[src/rtl/shift_sequencer.sv]
// Multi-cycle 32-bit shifter: SLL or SRA by 0..31 bits, at most two bits per cycle.
// Optional abort input enabled by defining SHIFT_SEQUENCER_ABORT_EN.
module shift_sequencer (
  input  logic        clock,
  input  logic        reset_n,
  input  logic        start,
  input  logic        op,
  input  logic [31:0] data_in,
  input  logic [4:0]  shamt,
`ifdef SHIFT_SEQUENCER_ABORT_EN
  input  logic        abort,
`endif
  output logic        busy,
  output logic        done,
  output logic [31:0] result,
  output logic [1:0]  state_dbg
);

  // Handshake: start is a request sampled only in IDLE or DONE (accepted on that
  // edge, no ready signal); done is a single-cycle completion pulse, busy marks SHIFT.
  typedef enum logic [1:0] {
    IDLE  = 2'd0,
    SHIFT = 2'd1,
    DONE  = 2'd2
  } state_t;

  state_t      state;
  state_t      next_state;
  logic [31:0] work;
  logic [4:0]  rem;
  logic        op_q;
  logic [31:0] work_step;
  logic [4:0]  rem_step;
  logic        accept;
  logic        abort_hit;

  assign accept = start && ((state == IDLE) || (state == DONE));

`ifdef SHIFT_SEQUENCER_ABORT_EN
  assign abort_hit = abort && (state == SHIFT);
`else
  assign abort_hit = 1'b0;
`endif

  // One step of the shift: two bits while at least two remain, else one.
  always_comb begin
    work_step = work;
    rem_step  = rem;
    if (rem >= 5'd2) begin
      rem_step  = rem - 5'd2;
      work_step = op_q ? {{2{work[31]}}, work[31:2]} : {work[29:0], 2'b00};
    end else if (rem == 5'd1) begin
      rem_step  = 5'd0;
      work_step = op_q ? {work[31], work[31:1]} : {work[30:0], 1'b0};
    end
  end

  always_ff @(posedge clock or negedge reset_n) begin
    if (!reset_n) begin
      state <= IDLE;
    end else begin
      state <= next_state;
    end
  end

  always_comb begin
    next_state = state;
    case (state)
      IDLE, DONE: begin
        if (start) begin
          next_state = (shamt == 5'd0) ? DONE : SHIFT;
        end else begin
          next_state = IDLE;
        end
      end
      SHIFT: begin
        if (abort_hit) begin
          next_state = IDLE;
        end else if (rem_step == 5'd0) begin
          next_state = DONE;
        end
      end
      default: next_state = IDLE;
    endcase
  end

  always_comb begin
    busy      = (state == SHIFT);
    done      = (state == DONE);
    state_dbg = state;
  end

  // Operand and result registers; result moves only on completion.
  always_ff @(posedge clock or negedge reset_n) begin
    if (!reset_n) begin
      work   <= 32'd0;
      rem    <= 5'd0;
      op_q   <= 1'b0;
      result <= 32'd0;
    end else if (accept) begin
      work <= data_in;
      rem  <= shamt;
      op_q <= op;
      if (shamt == 5'd0) begin
        result <= data_in;
      end
    end else if ((state == SHIFT) && !abort_hit) begin
      work <= work_step;
      rem  <= rem_step;
      if (rem_step == 5'd0) begin
        result <= work_step;
      end
    end
  end

endmodule

[config.mk]
export PLATFORM = sky130hd
export DESIGN_NAME = shift_sequencer
export DESIGN_NICKNAME = d
export VERILOG_FILES = /design/src/rtl/shift_sequencer.sv
export SDC_FILE = /design/constraint.sdc
export NUM_CORES = 1
export LEC_CHECK = 0
export ABC_AREA = 1
export BUFFER_PORTS_ARGS = -buffer_cell sky130_fd_sc_hd__buf_2
export CAP_MARGIN = 30
export CORE_ASPECT_RATIO = 1.4
export CORE_UTILIZATION = 40
export CTS_CLUSTER_DIAMETER = 200
export DETAILED_ROUTE_END_ITERATION = 10
export GPL_ROUTABILITY_DRIVEN = 1
export PLACE_DENSITY = 0.62
export SLEW_MARGIN = 20
export SYNTH_ARGS = -nofsm -noshare
export SYNTH_HDL_FRONTEND = slang
export SYNTH_SLANG_ARGS = --single-unit
[constraint.sdc]
create_clock -name clock -period 3.45 [get_ports clock]
set_input_delay 0.1725 -clock clock [delete_from_list [all_inputs] [get_ports clock]]
set_output_delay 0.1725 -clock clock [all_outputs]
set_load 0.01 [all_outputs]
==> impl_metrics.toml, run 1 <==
[placed_design]
place_area_mm2 = 0.004979
dp_slack_ps = 754.9
portBuffers = 76
place_inst = 857
place.gp.congestion = 0.8489
hpwl_um = 8644

[timing]
fmax_ghz = 0.3623
setup_slack_ps = 689.7
tightest_slew_ps = 731.6
finalCritPeriodShare_pct = 80.01
final-setup-viol-count = 0
whs_ps = 71.65
hold_viol_final = 0
min_period_ps = 2760
relSlewSlack_pct = 51.22
rsz0062_at_grt = "false"
fin_skew_ps = 6.026
tns_ps = 0
maxSlewViolCount = 0

[floorplanning]
chipWidth_um = 92.01
ioPinCount = 77
die_area_mm2 = 0.01178
rows = 45
die_h_um = 128.0
initial_core_util_pct = 41.53
coreArea_mm2 = 0.01092

[clock_network]
htreeDepth = 3
cts_tree = "yes"
worst_skew_pair.late_latency_ps = 340
clkTransAtPathRegs_ps = 60
root_buffer = "clkbuf_16"
cts_hold_buf = 1
cts_resized = 0
numCtsBuffers = 9
cts.sinks = 72
cts_setup_buffers = 0
clockBufferDepth = 2

[critical_path]
cpMaxStageDelayCell = "dfrtp_1"
path_cells = "inv_2 > ha_1 > nand2_1 > nor2_4 > nand2_2 > nand2_1 > nand2_1 > nor2_1 > nand2_2 > nand2_4 > nand2_4 > nand2_1 > nand2_1"
critical_path_class = "flip-flop to flip-flop"
critPathTopFamily = "simple AND/OR/NAND/NOR gates"
crit_path_start_kind = "flip-flop"
crit_path_frequent_cell = "nand2_1"
endpoint = "result[18]"
ff2ff_path_depth = 13
startpoint = "rem[1]"
cp_num_cells = 13
r2r_end = "result[18]"
end_kind = "flip-flop"
critPathMaxFanout = 33
critPathArrivalTime_ps = 2990
reg2reg_slack_ps = 690
cp_slowest_stage_delay_ps = 410
required_ps = 3680
critPathBufInv = 1
reg2reg_from = "rem[1]"

[drt]
post_drt_via_cell_ratio = 5.342
remaining_drc_errors = 0
dr.pass1.iters = 5
first_iter_violations = 290
drtAntennaViolNets = 0
via_count = 4669
wl_per_cell_um = 14.93
finalWirelength_um = 13050

[logic_synthesis]
ys_seq_area_share_pct = 39.71
synth_cell_types = 24
synth_nets = 715
ys_seq_elements = 72
syn-cell-area_mm2 = 0.004537
yosysTopAreaCell = "dfrtp_1"
synth_area_leaders = "dfrtp_1 (40%), nand2_1 (19%), nand3_1 (7.9%)"
synth_top_area_share_pct = 39.71
syn-instance-count = 673
yosys_warnings = 0
synth.avg_cell_area_um2 = 6.741

[power_and_ir_drop]
p_seq_share_pct = 26.9
p_int_mw = 3.038
pwr-share-clk_pct = 17.6
vdd_ir_drop_max_mv = 0.5295
p_switching_mw = 2.758
p_sw_share_pct = 47.58
p_comb_share_pct = 55.5
leakagePower_nw = 2.689
p_per_area_mw_per_mm2 = 1092

[grt]
grt_max_degree = 52
grt_pass1_vias = 4571
grt_pass1_wl_um = 21580
grt.overflow.total = 0
grtUsageTotal_pct = 23.16
antenna_found_initial = 0

[run]
cap_violations = 0

[layout]
layout_commonest_cell = "nand2_1"
fin_cells = 874
drive_gt1_share_pct = 16.10
final_cell_mix = "nand2_1 (225), buf_2 (76), nand3_1 (72)"
fill_cells = 1163
design_area_mm2 = 0.005310
syn_to_final_growth_pct = 17.04
nets = 770
diodes = 0

[outcome]
outcome = "complete, no violations"

[min_path]
min_path_type = "input port to flip-flop"
[worst min path at each step]
stage | cells past startpoint | start | endpoint
finish | 3 | shamt[0] | rem[0]
detailed placement | 1 | reset_n | result[17]
global placement | 1 | reset_n | result[17]
CTS | 3 | shamt[0] | rem[0]
global route | 3 | shamt[0] | rem[0]
floorplan | 0 | reset_n | op_q
[routing by layer]
metal	track usage (%)	routed length [um]	up-vias	share of wire [%]
met5	0	0	-	0
li1	-	-	2295	-
met3	3.677	633	32	4.9
met1	28.53	5608	2192	43
met2	39.24	6482	150	50
met4	11.49	324	0	2.5
[state kept, by name (all words and copies together), names as in the netlist]
name,count
op_q,1
rem,5
result,32
state_dbg,2
work,32
[synthesized netlist by cell type]
cell type and count:
nand2_2 2, nor2_4 1, xor2_1 1, nor2_1 39, ha_1 1, clkbuf_1 19, inv_2 3, nor2_2 3
buf_6 3, dfrtp_1 72, nand3_1 72, o221ai_1 4, a21oi_1 63, nand2_1 225, nand2_4 2, nor3_1 1
buf_4 1, buf_1 1, o21ai_0 64, o21ai_2 1, o21a_1 26, inv_1 46, o211ai_1 1, buf_2 22
[cells by family after synthesis]
kind of cell               synth area share, %
buffers and inverters                    9.046
DFF                                      39.71
and+or+nand+nor                          31.33
xor gates and xnor gates                0.1931
adders and majority gates               0.2757
AOI/OAI and AO/OA                        19.44
[cell type report]
| cell class | instances | area [um^2] | area share (%) |
|---|---|---|---|
| Multi-Input combinational cell | 506 | 2325 | 43.78 |
| Clock buffer | 10 | 239.0 | 4.500 |
| Clock inverter | 6 | 82.58 | 1.555 |
| Timing Repair Buffer | 90 | 500.5 | 9.425 |
| Sequential cell | 72 | 1803 | 33.95 |
| Tap cell | 141 | 176.4 | 3.322 |
| Inverter | 49 | 183.9 | 3.464 |
[tightest hold or removal path, stage by stage]
cell and delay [ps]:
buf_2 90, nand2_1 50, o221ai_1 60
[stage by stage]
step	power, mW	utilization [%]
2_1_floorplan	3.950	-
3_3_place_gp	4.691	45.58
3_5_place_dp	4.765	45.58
4_1_cts	5.815	48.61
5_1_grt	6.329	48.61
6_report	5.796	48.61
[power groups by stage]
stage / registers, mW / logic, mW / clock network (mW)
after global placement: 1.56 / 3.13 / 0
after floorplan: 1.56 / 2.39 / 0
final: 1.56 / 3.21 / 1.02
after global routing: 1.62 / 3.64 / 1.07
after CTS: 1.56 / 3.22 / 1.04
after detailed placement: 1.57 / 3.20 / 0
(Power assumes the default switching activity.)
==> inputs of run 2 (changes only) <==
--- a/config.mk
+++ b/config.mk
@@ -5,7 +5,7 @@
 export SDC_FILE = /design/constraint.sdc
 export NUM_CORES = 1
 export LEC_CHECK = 0
-export ABC_AREA = 1
+export ABC_AREA = 0
 export BUFFER_PORTS_ARGS = -buffer_cell sky130_fd_sc_hd__buf_2
 export CAP_MARGIN = 30
 export CORE_ASPECT_RATIO = 1.4
==> constraint.sdc (replaced) <==
create_clock -name clock -period 2.58 [get_ports clock]
set_input_delay 0.129 -clock clock [delete_from_list [all_inputs] [get_ports clock]]
set_output_delay 0.129 -clock clock [all_outputs]
set_load 0.01 [all_outputs]
==> run 2 against run 1 <==
  * Core utilization increased by 0.21 points
  * Sequential share of layout area decreased by 2.6 points
  * Critical path depth decreased by 5
  * Via count increased by 2.0%
  * Die area increased by 6.1%
  * Total power increased by 44%
  * Combinational power increased by 56%
  * Non-clock buffer count increased by 19
  * Synthesized cell count decreased by 18%
  * Critical endpoint is now result[24]
  * Largest power group unchanged
==> impl_metrics.toml, run 2 <==
[outcome]
outcome = "complete, no violations"

[grt]
grt_max_degree = 53
antenna_found_initial = 0
grt_pass1_vias = 4851
grtUsageTotal_pct = 23.93
grt_pass1_wl_um = 23500
grt.overflow.total = 0

[min_path]
min_path_type = "input port to flip-flop"

[critical_path]
crit_path_start_kind = "flip-flop"
end_kind = "flip-flop"
critPathMaxFanout = 9
critPathBufInv = 2
critical_path_class = "flip-flop to flip-flop"
cpMaxStageDelayCell = "or3b_1"
cp_slowest_stage_delay_ps = 440
required_ps = 2800
path_cells = "inv_1 > ha_2 > or3b_1 > o211ai_1 > nand3_1 > o221ai_4 > buf_4 > mux2_2"
critPathTopFamily = "simple AND/OR/NAND/NOR gates"
critPathArrivalTime_ps = 2710

[timing]
min_period_ps = 2485
maxSlewViolCount = 0
tns_ps = 0
fin_skew_ps = 4.284
finalCritPeriodShare_pct = 96.33
rsz0062_at_grt = "false"
final-setup-viol-count = 0
fmax_ghz = 0.4024
tightest_slew_ps = 718.3
hold_viol_final = 0
whs_ps = 12.88
relSlewSlack_pct = 52.11

[clock_network]
cts_tree = "yes"
cts.sinks = 72
root_buffer = "clkbuf_16"
worst_skew_pair.late_latency_ps = 340
numCtsBuffers = 9
clkTransAtPathRegs_ps = 50
htreeDepth = 3
clockBufferDepth = 2

[logic_synthesis]
ys_seq_area_share_pct = 37.39
ys_seq_elements = 72
synth_area_leaders = "dfrtp_1 (37%), mux2_2 (7.0%), o21ai_0 (6.2%)"
synth.avg_cell_area_um2 = 8.713
yosysTopAreaCell = "dfrtp_1"
syn-cell-area_mm2 = 0.004818
syn-instance-count = 553
ys_top_cells_by_count = "dfrtp_1 (72), o21ai_0 (60), nand2_1 (59)"
synth_edf_count = 0
synth_most_common_cell = "dfrtp_1"
yosys_warnings = 0
async_flop_share_pct = 100.0
synth_nets = 595
synth_cell_types = 46
synthFlopType = "dfrtp_1"
synth_top_area_share_pct = 37.39

[power_and_ir_drop]
p_per_area_mw_per_mm2 = 1456
vdd_ir_drop_max_mv = 0.5892
leakagePower_nw = 2.511

[drt]
drtAntennaViolNets = 0
wl_per_cell_um = 18.46
first_iter_violations = 363
finalWirelength_um = 14270
via_count = 4764
post_drt_via_cell_ratio = 6.163
remaining_drc_errors = 0
dr.pass1.iters = 5

[placed_design]
portBuffers = 76
place.gp.congestion = 0.9082
hpwl_um = 9731

[layout]
multi_input_area_mm2 = 0.002779
final_cell_mix = "buf_2 (76), dfrtp_1 (72), o21ai_0 (60)"
fill_cells = 1168
largestRegisters = "result x32, work x32, rem x5"
fin_util_pct = 48.82
syn_to_final_growth_pct = 19.16
nets = 663
diodes = 0
regArea_mm2 = 0.001802
layout_commonest_cell = "buf_2"
drive_gt1_share_pct = 25.72

[floorplanning]
coreArea_mm2 = 0.01176
ioPinCount = 77
chipWidth_um = 94.76
die_area_mm2 = 0.01250
die_h_um = 131.9
initial_core_util_pct = 40.97
rows = 47

[run]
cap_violations = 0
[run 2: cell count changes after synthesis, moves of 19 or more]
cell      previous run  this run
and2_1               0        20
clkbuf_1            19        38
o21bai_1             0        21
a31oi_1              0        21
nand2b_1             0        32
o21a_1              26         1
inv_1               46         8
mux2_2               0        30
nor2_1              39        10
a211oi_1             0        20
nand3_1             72         8
nand2_1            225        59
a221o_1              0        20
[run 2: area by class of cell]
type | instances | area share (%)
repair buffers | 109 | 11.85
multi-input cells | 421 | 48.40
inverters | 8 | 0.5230
well taps | 147 | 3.203
clock buffers | 12 | 4.293
clock inverters | 4 | 0.3487
flip-flops and latches | 72 | 31.38
[run 2: layer usage]
| metal | track usage, % | share of wire (%) | vias up |
|---|---|---|---|
| met1 | 27.63 | 40 | 2362 |
| met5 | 0 | 0 | - |
| met2 | 41.37 | 53 | 163 |
| met3 | 4.383 | 4.5 | 34 |
| li1 | - | - | 2205 |
| met4 | 12.12 | 2.6 | 0 |
[run 2: tightest hold or removal path, cell delays in order]
cell     delay, ps
buf_2           70
nand2_1         50
o21ai_0         60
[run 2: through the flow]
step	setup WS, ps	cell area [um^2]	power [mW]	std cells
after floorplan	240.1	4818	5.705	553
after global placement	2.162	5405	6.973	752
after detailed placement	31.88	5433	7.171	753
after CTS	17.79	5729	8.345	772
after global routing	26.98	5742	9.028	773
final	94.66	5742	8.359	773
[run 2: logic make-up after synthesis]
logic type	count (synthesis)	share of synthesized area, %
AOI/OAI and AO/OA	232	31.99
adders and majority gates	1	0.2596
buffers and inverters	60	5.791
DFF	72	37.39
muxes	31	7.219
and+or+nand+nor	157	17.35
[run 2: report_power, final]
group | internal (mW) | total (mW) | leakage [nW] | switching [mW]
combinational | 2.21 | 5.00 | 1.50 | 2.79
sequential | 1.72 | 2.22 | 0.872 | 0.507
clock | 0.670 | 1.14 | 0.136 | 0.470
total | 4.59 | 8.36 | 2.51 | 3.77
[run 2: final timing paths]
kind | start | endpoint | slack (ps) | depth (start not counted)
setup / recovery | rem[1] | result[24] | 90 | 8
hold / removal | data_in[26] | work[26] | 10 | 3
setup reg to reg | rem[1] | result[24] | 90 | 8
hold reg to reg | result[19] | result[19] | 500 | 1
max in group asynchronous | reset_n | work[8] | 1390 | 3
min in group asynchronous | reset_n | state_dbg[0] | 350 | 2
[run 2: timing repair]
action                                 in CTS  in global routing
resized for setup                           0                  2
buffers inserted                            0                  1
endpoints found under the hold margin      26                  0
hold buffers                                3                  0
setup endpoints to repair                   0                 23
